--- src/rtl/ls_pattern_gen.sv ---
// Burst stimulus source for the latch/shift-chain path: preamble, sync marker,
// pattern body and zero flush on D_OUT, plus a REF_DELAY-aligned copy on DATA_REF.
module ls_pattern_gen #(
  parameter int unsigned PRE_LEN   = 4,
  parameter int unsigned REF_DELAY = 16,
  parameter int unsigned FLUSH_LEN = 8
) (
  input  logic        CLK,
  input  logic        RST,
  input  logic        START,
  input  logic [1:0]  MODE,
  input  logic [15:0] NUM_BITS,
  output logic        D_OUT,
  output logic        DATA_REF,
  output logic        BUSY,
  output logic        DONE
);

  localparam int unsigned CNT_W       = 16;
  localparam int unsigned FLUSH_TOTAL = REF_DELAY + FLUSH_LEN;
  localparam logic [6:0]  LFSR_SEED   = 7'h7F;

  typedef enum logic [2:0] {
    S_IDLE,
    S_PRE,
    S_SYNC,
    S_BODY,
    S_FLUSH,
    S_FIN
  } state_t;

  state_t             state_q;
  logic               d_out_q;
  logic               busy_q;
  logic               done_q;
  logic [CNT_W-1:0]   cnt_q;
  logic [6:0]         lfsr_q;
  logic               cb_q;
  logic [1:0]         mode_q;
  logic [CNT_W-1:0]   nbits_q;
  logic [REF_DELAY-1:0] dly_q;

  logic               body_bit_d;
  logic [6:0]         lfsr_d;

  // Pattern bit for the current body cycle and the PRBS7 (x^7+x^6+1) step.
  always_comb begin
    body_bit_d = 1'b0;
    lfsr_d     = {lfsr_q[5:0], lfsr_q[6] ^ lfsr_q[5]};
    case (mode_q)
      2'b00:   body_bit_d = 1'b0;
      2'b01:   body_bit_d = 1'b1;
      2'b10:   body_bit_d = cb_q;
      default: body_bit_d = lfsr_q[6];
    endcase
  end

  always_ff @(posedge CLK or posedge RST) begin
    if (RST) begin
      state_q <= S_IDLE;
      d_out_q <= 1'b0;
      busy_q  <= 1'b0;
      done_q  <= 1'b0;
      cnt_q   <= '0;
      lfsr_q  <= LFSR_SEED;
      cb_q    <= 1'b1;
      mode_q  <= 2'b00;
      nbits_q <= '0;
    end else begin
      done_q <= 1'b0;
      case (state_q)
        S_IDLE: begin
          d_out_q <= 1'b0;
          busy_q  <= 1'b0;
          if (START) begin
            mode_q  <= MODE;
            nbits_q <= NUM_BITS;
            lfsr_q  <= LFSR_SEED;
            cb_q    <= 1'b1;
            cnt_q   <= '0;
            state_q <= S_PRE;
          end
        end
        S_PRE: begin
          busy_q <= 1'b1;
          if (cnt_q == CNT_W'(PRE_LEN - 1)) begin
            d_out_q <= 1'b1;
            cnt_q   <= '0;
            state_q <= S_SYNC;
          end else begin
            d_out_q <= 1'b0;
            cnt_q   <= cnt_q + CNT_W'(1);
          end
        end
        S_SYNC: begin
          busy_q <= 1'b1;
          if (nbits_q == '0) begin
            d_out_q <= 1'b0;
            cnt_q   <= '0;
            state_q <= S_FLUSH;
          end else begin
            d_out_q <= body_bit_d;
            lfsr_q  <= lfsr_d;
            cb_q    <= ~cb_q;
            cnt_q   <= CNT_W'(1);
            state_q <= S_BODY;
          end
        end
        S_BODY: begin
          busy_q <= 1'b1;
          // cnt_q holds the number of body bits already emitted
          if (cnt_q == nbits_q) begin
            d_out_q <= 1'b0;
            cnt_q   <= '0;
            state_q <= S_FLUSH;
          end else begin
            d_out_q <= body_bit_d;
            lfsr_q  <= lfsr_d;
            cb_q    <= ~cb_q;
            cnt_q   <= cnt_q + CNT_W'(1);
          end
        end
        S_FLUSH: begin
          d_out_q <= 1'b0;
          if (cnt_q == CNT_W'(FLUSH_TOTAL - 1)) begin
            busy_q  <= 1'b0;
            done_q  <= 1'b1;
            cnt_q   <= '0;
            state_q <= S_FIN;
          end else begin
            busy_q  <= 1'b1;
            cnt_q   <= cnt_q + CNT_W'(1);
          end
        end
        S_FIN: begin
          d_out_q <= 1'b0;
          busy_q  <= 1'b0;
          state_q <= S_IDLE;
        end
        default: begin
          d_out_q <= 1'b0;
          busy_q  <= 1'b0;
          state_q <= S_IDLE;
        end
      endcase
    end
  end

  // Reference delay line runs every cycle so DATA_REF always trails D_OUT.
  if (REF_DELAY > 1) begin : g_dly_multi
    always_ff @(posedge CLK or posedge RST) begin
      if (RST) dly_q <= '0;
      else     dly_q <= {dly_q[REF_DELAY-2:0], d_out_q};
    end
  end else begin : g_dly_single
    always_ff @(posedge CLK or posedge RST) begin
      if (RST) dly_q <= '0;
      else     dly_q <= d_out_q;
    end
  end

  assign D_OUT    = d_out_q;
  assign DATA_REF = dly_q[REF_DELAY-1];
  assign BUSY     = busy_q;
  assign DONE     = done_q;

endmodule

--- config.mk ---
export PLATFORM = sky130hd
export DESIGN_NAME = ls_pattern_gen
export DESIGN_NICKNAME = d
export VERILOG_FILES = /design/src/rtl/ls_pattern_gen.sv
export SDC_FILE = /design/constraint.sdc
export NUM_CORES = 1
export LEC_CHECK = 0
export ABC_CLOCK_PERIOD_IN_PS = 5800
export BUFFER_PORTS_ARGS = -buffer_cell sky130_fd_sc_hd__buf_2
export CAP_MARGIN = 15
export CORE_ASPECT_RATIO = 1.1
export CORE_MARGIN = 1.5
export CORE_UTILIZATION = 63
export CTS_CLUSTER_SIZE = 28
export DETAILED_ROUTE_END_ITERATION = 16
export HOLD_SLACK_MARGIN = 0.03
export PLACE_DENSITY = 0.8
export SYNTH_ARGS = -nofsm -noshare
export SYNTH_HDL_FRONTEND = slang
export SYNTH_SLANG_ARGS = --single-unit
--- constraint.sdc ---
create_clock -name CLK -period 5.8 [get_ports CLK]
set_clock_uncertainty 0.05 [all_clocks]
set_input_delay 0.58 -clock CLK [delete_from_list [all_inputs] [get_ports CLK]]
set_output_delay 0.58 -clock CLK [all_outputs]
set_load 0.01 [all_outputs]
==> impl_metrics.env, run 1 <==
export IMPL_status="completed"
export IMPL_crit_chain="nor4_1, nand4_1, nor2b_1, o21ai_1, nand2b_1, mux2_2"
export IMPL_async_flop_share_pct=100
export IMPL_worst_path_stages=6
export IMPL_start_util_pct=65.8
export IMPL_fmax_mhz=367
export IMPL_postCtsHoldBufs=0
export IMPL_grtUsageTotal_pct=25.6
export IMPL_dr_total_vias=1870
export IMPL_clk_latency_ns=0.34
export IMPL_final_core_util_pct=73.4
export IMPL_synth_main_ff_cell="dfrtp_1"
export IMPL_grt_antenna_before_repair=0
export IMPL_synth_edf_count=0
export IMPL_dpl_hpwl_um=3500
export IMPL_r2r_start="nbits_q[11]$_DFFE_PP0P_"
export IMPL_ys_ff_latch=64
export IMPL_htreeDepth=3
export IMPL_critPathCaptureType="register"
export IMPL_final_max_slew_viol_count=0
export IMPL_crit_path_max_incr_delay_ns=0.62
export IMPL_ios=25
export IMPL_final_common_cell="dfrtp_1"
export IMPL_cp_data_arrival_time_ns=2.94
export IMPL_numCtsBuffers=9
export IMPL_final_cell_mix="dfrtp_1, buf_2, mux2_2, xnor2_1, nor2_1"
export IMPL_yosys_cell_types_count=41
export IMPL_worstPathMaxFanout=11
export IMPL_hold_class="input pin to asynchronous set/reset pin"
export IMPL_grt_ovfl_total=0
export IMPL_cts_tree="done"
export IMPL_grt_pass1_vias=1919
export IMPL_drt_pass1_iterations=4
export IMPL_fin_crit_ns=2.72
export IMPL_clkTransAtPathRegs_ns=0.07
export IMPL_worstSetupStartpointType="register"
export IMPL_crit_type="register to register"
export IMPL_post_cts_resized=0
export IMPL_rrSetupSlack_ns=3.08
export IMPL_synthToLayoutAreaGrowth_pct=11.5
export IMPL_numPortBuffers=24
export IMPL_drive_gt1_share_pct=29.3
export IMPL_reg2regPathDepth=6
export IMPL_power_mw=1.42
export IMPL_post_cts_buffers=0
export IMPL_critPathSlowestCell="o21ai_1"
export IMPL_crit_buf_inv=0
export IMPL_powerDensity_mw_per_mm2=450
export IMPL_yosysSeqAreaShare_pct=57.1
export IMPL_r2r_end="cb_q$_DFFE_PP1P_"
export IMPL_yosysTopAreaCellShare_pct=49.7
export IMPL_cts_sinks=64
export IMPL_wl_per_cell_um=16.1
export IMPL_fp_dieW_um=66.8
export IMPL_viasPerCell=5.84
export IMPL_path_delay_family="simple AND/OR/NAND/NOR gates"
export IMPL_rows=25
export IMPL_critPathRequiredTime_ns=6.02
export IMPL_leakagePower_nw=1.40
export IMPL_root_buffer="clkbuf_8"
export IMPL_place_area_mm2=0.00295
export IMPL_grt_max_degree=41
export IMPL_syn_instance_count=237
export IMPL_synth_nets=259
export IMPL_fin_crit_sh_pct=47.0
export IMPL_hold_viol=0
export IMPL_drtAntennaViolNets=0
export IMPL_finalSetupViolCount=0
export IMPL_routed_wl_um=5140
export IMPL_die_h_um=73.2
export IMPL_maxSlewHeadroom_pct=49.4
export IMPL_tns_ns=0
export IMPL_startpoint="nbits_q[11]$_DFFE_PP0P_"
export IMPL_syn_area_mm2=0.00282
export IMPL_rsz0062_at_grt="no"
export IMPL_core_area_mm2=0.00429
export IMPL_cap_viol_max_count=0
export IMPL_max_vdd_ir_drop_v=0.000339
export IMPL_clockBufferDepth=2
export IMPL_grt_pass1_wl_um=9000
export IMPL_synth_warnings=0
export IMPL_drt_iter0_markers=115
export IMPL_nets=283
export IMPL_tightest_slew_ns=0.754
export IMPL_drc=0
export IMPL_yosys_area_top_type="dfrtp_1"
export IMPL_globalplace_congestion=0.863
export IMPL_synth_area_leaders="dfrtp_1, mux2_2, dfstp_2, xnor2_1, nand4_1"
export IMPL_final_area_mm2=0.00315
export IMPL_die_area_mm2=0.00489
export IMPL_diodes=0
export IMPL_avgSynthCellArea_um2=11.9
kinds of logic after synthesis:
group	share of synthesized area (%)
fa+ha+maj	0.444
simple gates	14.2
buf+inv	3.68
flops	57.1
xor+xnor	8.03
compound gates	8.12
mux	8.34
per-stage QoR:
stage	cells	setup WS, ns	hold slack, ns
finish	320	3.08	0.202
global route	320	2.83	0.239
CTS	320	3.07	0.212
detailed placement	304	3.09	0.286
global placement	304	3.12	0.283
floorplan	237	3.59	0.281
flip-flops by register name, indices dropped and copies added (netlist names):
signal / cells
BUSY: 1
DONE: 1
D_OUT: 1
cb_q: 1
cnt_q: 16
dly_q: 16
lfsr_q: 7
mode_q: 2
nbits_q: 16
state_q: 3
per-layer routing:
metal	track usage, %	vias to the layer above	share of wire (%)
met4	13.2	0	2.3
met5	0	-	0
met3	6.33	9	4.6
met1	34.2	932	45
met2	39.0	45	48
li1	-	884	-
cells in the mapped netlist, types with 5 or more instances:
| cell type | instances |
|---|---|
| or3_1 | 5 |
| buf_2 | 6 |
| o22a_1 | 7 |
| mux2_2 | 20 |
| xor2_1 | 6 |
| nand4_1 | 11 |
| nor2_1 | 16 |
| dfstp_2 | 8 |
| nand2_1 | 14 |
| inv_1 | 5 |
| nor4_1 | 5 |
| dfrtp_1 | 56 |
| xnor2_1 | 18 |
| o21ai_0 | 12 |
worst max-delay path by stage:
stage,slack [ns],end
CTS,3.07,cb_q$_DFFE_PP1P_
global placement,3.12,cb_q$_DFFE_PP1P_
detailed placement,3.09,cb_q$_DFFE_PP1P_
finish,3.08,cb_q$_DFFE_PP1P_
global route,2.83,cb_q$_DFFE_PP1P_
floorplan,3.59,BUSY$_DFF_PP0_
worst register-to-register path: cells and delay by family, from the launching register on:
kind             cells  cell delay [ns]
AND/OR/NAND/NOR      4             1.24
AO/OA/AOI/OAI        1             0.62
flip-flops           1             0.41
multiplexers         1             0.35
report_power, final:
| group | switching [mW] | internal (mW) |
|---|---|---|
| logic | 0.188 | 0.191 |
| clock network | 0.165 | 0.209 |
| registers | 0.109 | 0.554 |
layout make-up:
class	instances	area, µm²
Sequential cell	64	1610
Fill cell	285	1140
Multi-Input combinational cell	154	1110
Clock buffer	11	141
Timing Repair Buffer	26	135
Tap cell	54	67.6
Clock inverter	5	56.3
Inverter	6	22.5
Power figures use the tool's default switching activity.
==> run 2: changes to the inputs <==
==> config.mk (replaced) <==
export PLATFORM = sky130hd
export DESIGN_NAME = ls_pattern_gen
export DESIGN_NICKNAME = d
export VERILOG_FILES = /design/src/rtl/ls_pattern_gen.sv
export SDC_FILE = /design/constraint.sdc
export NUM_CORES = 1
export LEC_CHECK = 0
export ABC_CLOCK_PERIOD_IN_PS = 2400
export BUFFER_PORTS_ARGS = -buffer_cell sky130_fd_sc_hd__buf_2
export CAP_MARGIN = 15
export CORE_ASPECT_RATIO = 1.1
export CORE_MARGIN = 1.5
export CORE_UTILIZATION = 53
export CTS_CLUSTER_SIZE = 28
export DETAILED_ROUTE_END_ITERATION = 16
export HOLD_SLACK_MARGIN = 0.03
export PLACE_DENSITY = 0.71
export SYNTH_ARGS = -nofsm -noshare
export SYNTH_HDL_FRONTEND = slang
export SYNTH_SLANG_ARGS = --single-unit
==> constraint.sdc (replaced) <==
create_clock -name CLK -period 2.4 [get_ports CLK]
set_clock_uncertainty 0.05 [all_clocks]
set_input_delay 0.24 -clock CLK [delete_from_list [all_inputs] [get_ports CLK]]
set_output_delay 0.24 -clock CLK [all_outputs]
set_load 0.01 [all_outputs]
==> impl_metrics.env, run 2 (same netlist as run 1, synthesis figures left out) <==
export IMPL_status="completed"
export IMPL_numCtsBuffers=9
export IMPL_final_common_cell="dfrtp_1"
export IMPL_max_vdd_ir_drop_v=0.000645
export IMPL_reg2regPathDepth=8
export IMPL_tns_ns=0
export IMPL_met2_usage_pct=30.3
export IMPL_multi_input_area_mm2=0.00111
export IMPL_leakagePower_nw=1.42
export IMPL_clockBufferDepth=2
export IMPL_min_delay_start="NUM_BITS[3]"
export IMPL_root_buffer="clkbuf_8"
export IMPL_maxSlewHeadroom_pct=68.5
export IMPL_rrSetupSlack_ns=0.16
export IMPL_die_h_um=79.5
export IMPL_crit_buf_inv=1
export IMPL_rows=27
export IMPL_largestRegisters="cnt_q (16), dly_q (16), nbits_q (16)"
export IMPL_grt_pass1_vias=1861
export IMPL_numPortBuffers=24
export IMPL_ios=25
export IMPL_worstSetupStartpointType="register"
export IMPL_start_util_pct=55.7
export IMPL_use_met3_pct=6.94
export IMPL_synthToLayoutAreaGrowth_pct=12.9
export IMPL_final_core_util_pct=62.8
export IMPL_numPlacedInstances=313
export IMPL_finalNonFillerCells=330
export IMPL_finalSetupViolCount=0
export IMPL_crit_type="register to register"
export IMPL_routed_wl_um=5180
export IMPL_cts_sinks=64
export IMPL_worstHoldPathCells=2
export IMPL_grt_ovfl_total=0
export IMPL_htreeDepth=3
export IMPL_drc=0
export IMPL_critPathRequiredTime_ns=2.56
export IMPL_final_max_slew_viol_count=0
export IMPL_dp_slack_ns=0.196
export IMPL_drive_gt1_share_pct=31.3
export IMPL_grt_pass1_wl_um=9040
export IMPL_drt_pass1_iterations=4
export IMPL_hold_class="input pin to register"
export IMPL_clk_latency_ns=0.34
export IMPL_tightest_slew_ns=0.472
export IMPL_dpl_hpwl_um=3780
export IMPL_die_area_mm2=0.00577
export IMPL_setup_slack_ns=0.156
export IMPL_rsz0062_at_grt="no"
export IMPL_hold_end="nbits_q[3]$_DFFE_PP0P_"
export IMPL_gr_max_usage_layer="met2"
export IMPL_grtUsageTotal_pct=21.3
export IMPL_fmax_mhz=446
export IMPL_cap_viol_max_count=0
export IMPL_met1_usage_pct=29.8
export IMPL_grt_max_degree=26
export IMPL_fp_dieW_um=72.6
export IMPL_crit_chain="ha_2, nor3b_1, nand4_1, a32o_1, a21oi_2, buf_4, nor2_1, a221o_1"
export IMPL_grt_antenna_before_repair=0
export IMPL_startpoint="cnt_q[0]$_DFFE_PP0P_"
export IMPL_powerDensity_mw_per_mm2=1060
export IMPL_cp_data_arrival_time_ns=2.40
export IMPL_path_delay_family="compound AO/OA/AOI/OAI gates"
export IMPL_core_area_mm2=0.00507
export IMPL_final_cell_mix="dfrtp_1, buf_2, mux2_2, xnor2_1, nor2_1"
export IMPL_wl_per_cell_um=15.7
export IMPL_drt_iter0_markers=111
export IMPL_cts_tree="done"
export IMPL_nets=289
export IMPL_crit_path_max_incr_delay_ns=0.46
export IMPL_globalplace_congestion=0.906
export IMPL_drtAntennaViolNets=0
export IMPL_fin_crit_ns=2.24
export IMPL_regArea_mm2=0.00161
export IMPL_critPathCaptureType="register"
export IMPL_dr_total_vias=1879
export IMPL_r2r_start="cnt_q[0]$_DFFE_PP0P_"
export IMPL_fillers=428
export IMPL_r2r_end="cnt_q[0]$_DFFE_PP0P_"
export IMPL_hold_viol=0
export IMPL_worstPathMaxFanout=12
export IMPL_clkTransAtPathRegs_ns=0.07
export IMPL_diodes=0
export IMPL_viasPerCell=5.69
export IMPL_critPathSlowestCell="dfrtp_1"
export IMPL_fin_crit_sh_pct=93.5
## run 2: worst max path at each step
stage / slack (ns) / end / cells after the start
after floorplan: 0.45 / cnt_q[12]$_DFFE_PP0P_ / 7
after detailed placement: 0.20 / cnt_q[0]$_DFFE_PP0P_ / 8
after global routing: 0.01 / cnt_q[0]$_DFFE_PP0P_ / 8
final: 0.16 / cnt_q[0]$_DFFE_PP0P_ / 8
after global placement: 0.19 / cnt_q[0]$_DFFE_PP0P_ / 8
after CTS: 0.14 / cnt_q[0]$_DFFE_PP0P_ / 8
## run 2: through the flow
stage          total power [mW]  hold slack, ns  instance area, µm²
6_report                   3.38          0.0758                3180
5_1_grt                    3.62          0.0659                3180
4_1_cts                    3.41          0.0687                3180
3_5_place_dp               2.58           0.240                2990
3_3_place_gp               2.55           0.230                2990
2_1_floorplan              2.32           0.281                2820
## run 2: power by group
part / internal (mW) / switching [mW]
Combinational: 0.501 / 0.475
Sequential: 1.34 / 0.235
Clock: 0.405 / 0.425
## run 2: final cells by class
type	count	area share, %
Clock inverter	6	1.38
Sequential cell	64	50.6
Inverter	6	0.707
Timing Repair Buffer	32	5.74
Tap cell	58	2.28
Multi-Input combinational cell	154	35.0
Clock buffer	10	4.32
## run 2: what timing repair did
item | in CTS | in global routing
buffers inserted | 0 | 0
setup endpoints to repair | 0 | 1
hold buffers | 1 | 0
resized for setup | 0 | 1
hold endpoints to repair | 15 | 0
## run 2: layer usage
layer  vias to the layer above  part of all wire, %
met5                         -                    0
met4                         0                  2.6
met3                        11                  5.2
met2                        54                   46
met1                       916                   47
li1                        898                    -
## run 2: worst reg2reg max path: stages (launching register included)
cell	delay, ns
dfrtp_1	0.46
ha_2	0.26
nor3b_1	0.23
nand4_1	0.15
a32o_1	0.30
a21oi_2	0.12
buf_4	0.19
nor2_1	0.06
a221o_1	0.30
==> run 3: changes to the inputs <==
--- a/config.mk
+++ b/config.mk
@@ -10,11 +10,12 @@
 export CAP_MARGIN = 15
 export CORE_ASPECT_RATIO = 1.1
 export CORE_MARGIN = 1.5
-export CORE_UTILIZATION = 53
+export CORE_UTILIZATION = 50
 export CTS_CLUSTER_SIZE = 28
 export DETAILED_ROUTE_END_ITERATION = 16
-export HOLD_SLACK_MARGIN = 0.03
-export PLACE_DENSITY = 0.71
+export HOLD_SLACK_MARGIN = 0.1
+export PLACE_DENSITY = 0.67
+export SETUP_SLACK_MARGIN = 0.2
 export SYNTH_ARGS = -nofsm -noshare
 export SYNTH_HDL_FRONTEND = slang
 export SYNTH_SLANG_ARGS = --single-unit
==> impl_metrics.env, run 3 (same netlist as run 1, synthesis figures left out) <==
export IMPL_p_sw_mw=1.21
export IMPL_hold_viol=0
export IMPL_nets=308
export IMPL_drtAntennaViolNets=0
export IMPL_p_clk_share_pct=27.2
export IMPL_grt_max_degree=36
export IMPL_diodes=0
export IMPL_drc=0
export IMPL_ios=25
export IMPL_final_cell_mix="dfrtp_1, buf_2, mux2_2, dlygate4sd3_1, xnor2_1"
export IMPL_synthToLayoutAreaGrowth_pct=22.5
export IMPL_drt_iter0_markers=49
export IMPL_core_area_mm2=0.00540
export IMPL_clk_latency_ns=0.34
export IMPL_routed_wl_um=5860
export IMPL_grt_antenna_before_repair=0
export IMPL_largestRegisters="cnt_q (16), dly_q (16), nbits_q (16)"
export IMPL_crit_buf_inv=1
export IMPL_cap_viol_max_count=0
export IMPL_drive_gt1_share_pct=32.0
export IMPL_tns_ns=0
export IMPL_wl_per_cell_um=16.0
export IMPL_worstHoldPathCells=0
export IMPL_critPathCaptureType="register"
export IMPL_power_mw=3.61
export IMPL_rows=28
export IMPL_htreeDepth=3
export IMPL_root_buffer="clkbuf_8"
export IMPL_grtUsageTotal_pct=21.6
export IMPL_clockBufferDepth=2
export IMPL_numPlacedInstances=330
export IMPL_start_util_pct=52.3
export IMPL_final_common_cell="dfrtp_1"
export IMPL_p_int_mw=2.40
export IMPL_powerDensity_mw_per_mm2=1040
export IMPL_cp_data_arrival_time_ns=2.30
export IMPL_max_vdd_ir_drop_v=0.000657
export IMPL_die_area_mm2=0.00610
export IMPL_hold_class="register to register"
export IMPL_rrSetupSlack_ns=0.28
export IMPL_final_max_slew_viol_count=0
export IMPL_leakagePower_nw=1.51
export IMPL_reg2regPathDepth=7
export IMPL_finalSetupViolCount=0
export IMPL_fin_crit_ns=2.12
export IMPL_grt_ovfl_total=0
export IMPL_switching_share_pct=33.5
export IMPL_status="completed"
export IMPL_critPathSlowestCell="dfrtp_2"
export IMPL_path_delay_family="compound AO/OA/AOI/OAI gates"
export IMPL_rsz0062_at_grt="yes"
export IMPL_worst_path_stages=7
export IMPL_cts_tree="done"
export IMPL_grt_pass1_wl_um=9600
export IMPL_fp_dieW_um=74.6
export IMPL_fmax_mhz=471
export IMPL_grt_pass1_vias=2019
export IMPL_fin_crit_sh_pct=88.4
export IMPL_dr_total_vias=1962
export IMPL_numPortBuffers=24
export IMPL_globalplace_congestion=0.875
export IMPL_numCtsBuffers=9
export IMPL_finalNonFillerCells=366
export IMPL_viasPerCell=5.36
export IMPL_crit_chain="xnor2_1, nand4_1, o41a_1, a21oi_2, buf_6, nor2_1, a221o_1"
export IMPL_crit_type="register to register"
export IMPL_timing_hold_ws_ns=0.304
export IMPL_cts_sinks=64
export IMPL_seq_power_share_pct=43.9
export IMPL_crit_path_max_incr_delay_ns=0.48
export IMPL_critPathRequiredTime_ns=2.57
export IMPL_worstSetupStartpointType="register"
export IMPL_die_h_um=81.8
export IMPL_drt_pass1_iterations=4
export IMPL_maxSlewHeadroom_pct=53.7
export IMPL_dpl_hpwl_um=3910
export IMPL_worstPathMaxFanout=12
export IMPL_power_frac_comb_pct=28.9
export IMPL_clkTransAtPathRegs_ns=0.07
export IMPL_tightest_slew_ns=0.694
[run 3: repair_timing]
action / CTS / global route
setup buffers: 0 / 1
gates resized for setup: 2 / 9
endpoints found under the setup margin: 3 / 20
pin swaps: 0 / 1
hold endpoints to repair: 43 / 0
hold buffers: 19 / 0
[run 3: layout make-up]
class                   instances  area [µm²]
fillers                       445        1940
flip-flops and latches         64        1620
multi-input cells             154        1140
repair buffers                 51         374
clock buffers                  10         138
well taps                      75        93.8
clock inverters                 6        72.6
inverters                       6        22.5
[run 3: layer usage]
layer,vias to the layer above,share of wire (%),global-route usage (%)
li1,936,-,-
met2,42,48,32.1
met1,973,47,28.8
met5,-,0,0
met4,0,1.8,11.8
met3,11,3.7,5.89
[run 3: power groups by stage]
stage                     clock network (mW)  registers, mW  logic (mW)
after floorplan                            0           1.51       0.807
after global placement                     0           1.59       0.978
after detailed placement                   0           1.60       0.996
after CTS                              0.992           1.58        1.03
after global routing                    1.04           1.61        1.16
final                                  0.980           1.58        1.04
[run 3: stage by stage]
| step | setup slack, ns | area [µm²] | util (%) |
|---|---|---|---|
| 6_report | 0.277 | 3450 | 64.0 |
| 5_1_grt | 0.197 | 3450 | 64.0 |
| 4_1_cts | 0.209 | 3410 | 63.3 |
| 3_5_place_dp | 0.177 | 3010 | 55.8 |
| 3_3_place_gp | 0.211 | 3010 | 55.8 |
| 2_1_floorplan | 0.451 | 2820 | - |
[run 3: path summary, 6_finish.rpt]
path	from	endpoint
max in group asynchronous	RST	cnt_q[6]$_DFFE_PP0P_
worst min-delay path	dly_q[2]$_DFF_PP0_	dly_q[3]$_DFF_PP0_
min in group asynchronous	RST	dly_q[9]$_DFF_PP0_
worst max-delay path	cnt_q[6]$_DFFE_PP0P_	cnt_q[0]$_DFFE_PP0P_
worst max register to register	cnt_q[6]$_DFFE_PP0P_	cnt_q[0]$_DFFE_PP0P_
worst min register to register	dly_q[2]$_DFF_PP0_	dly_q[3]$_DFF_PP0_
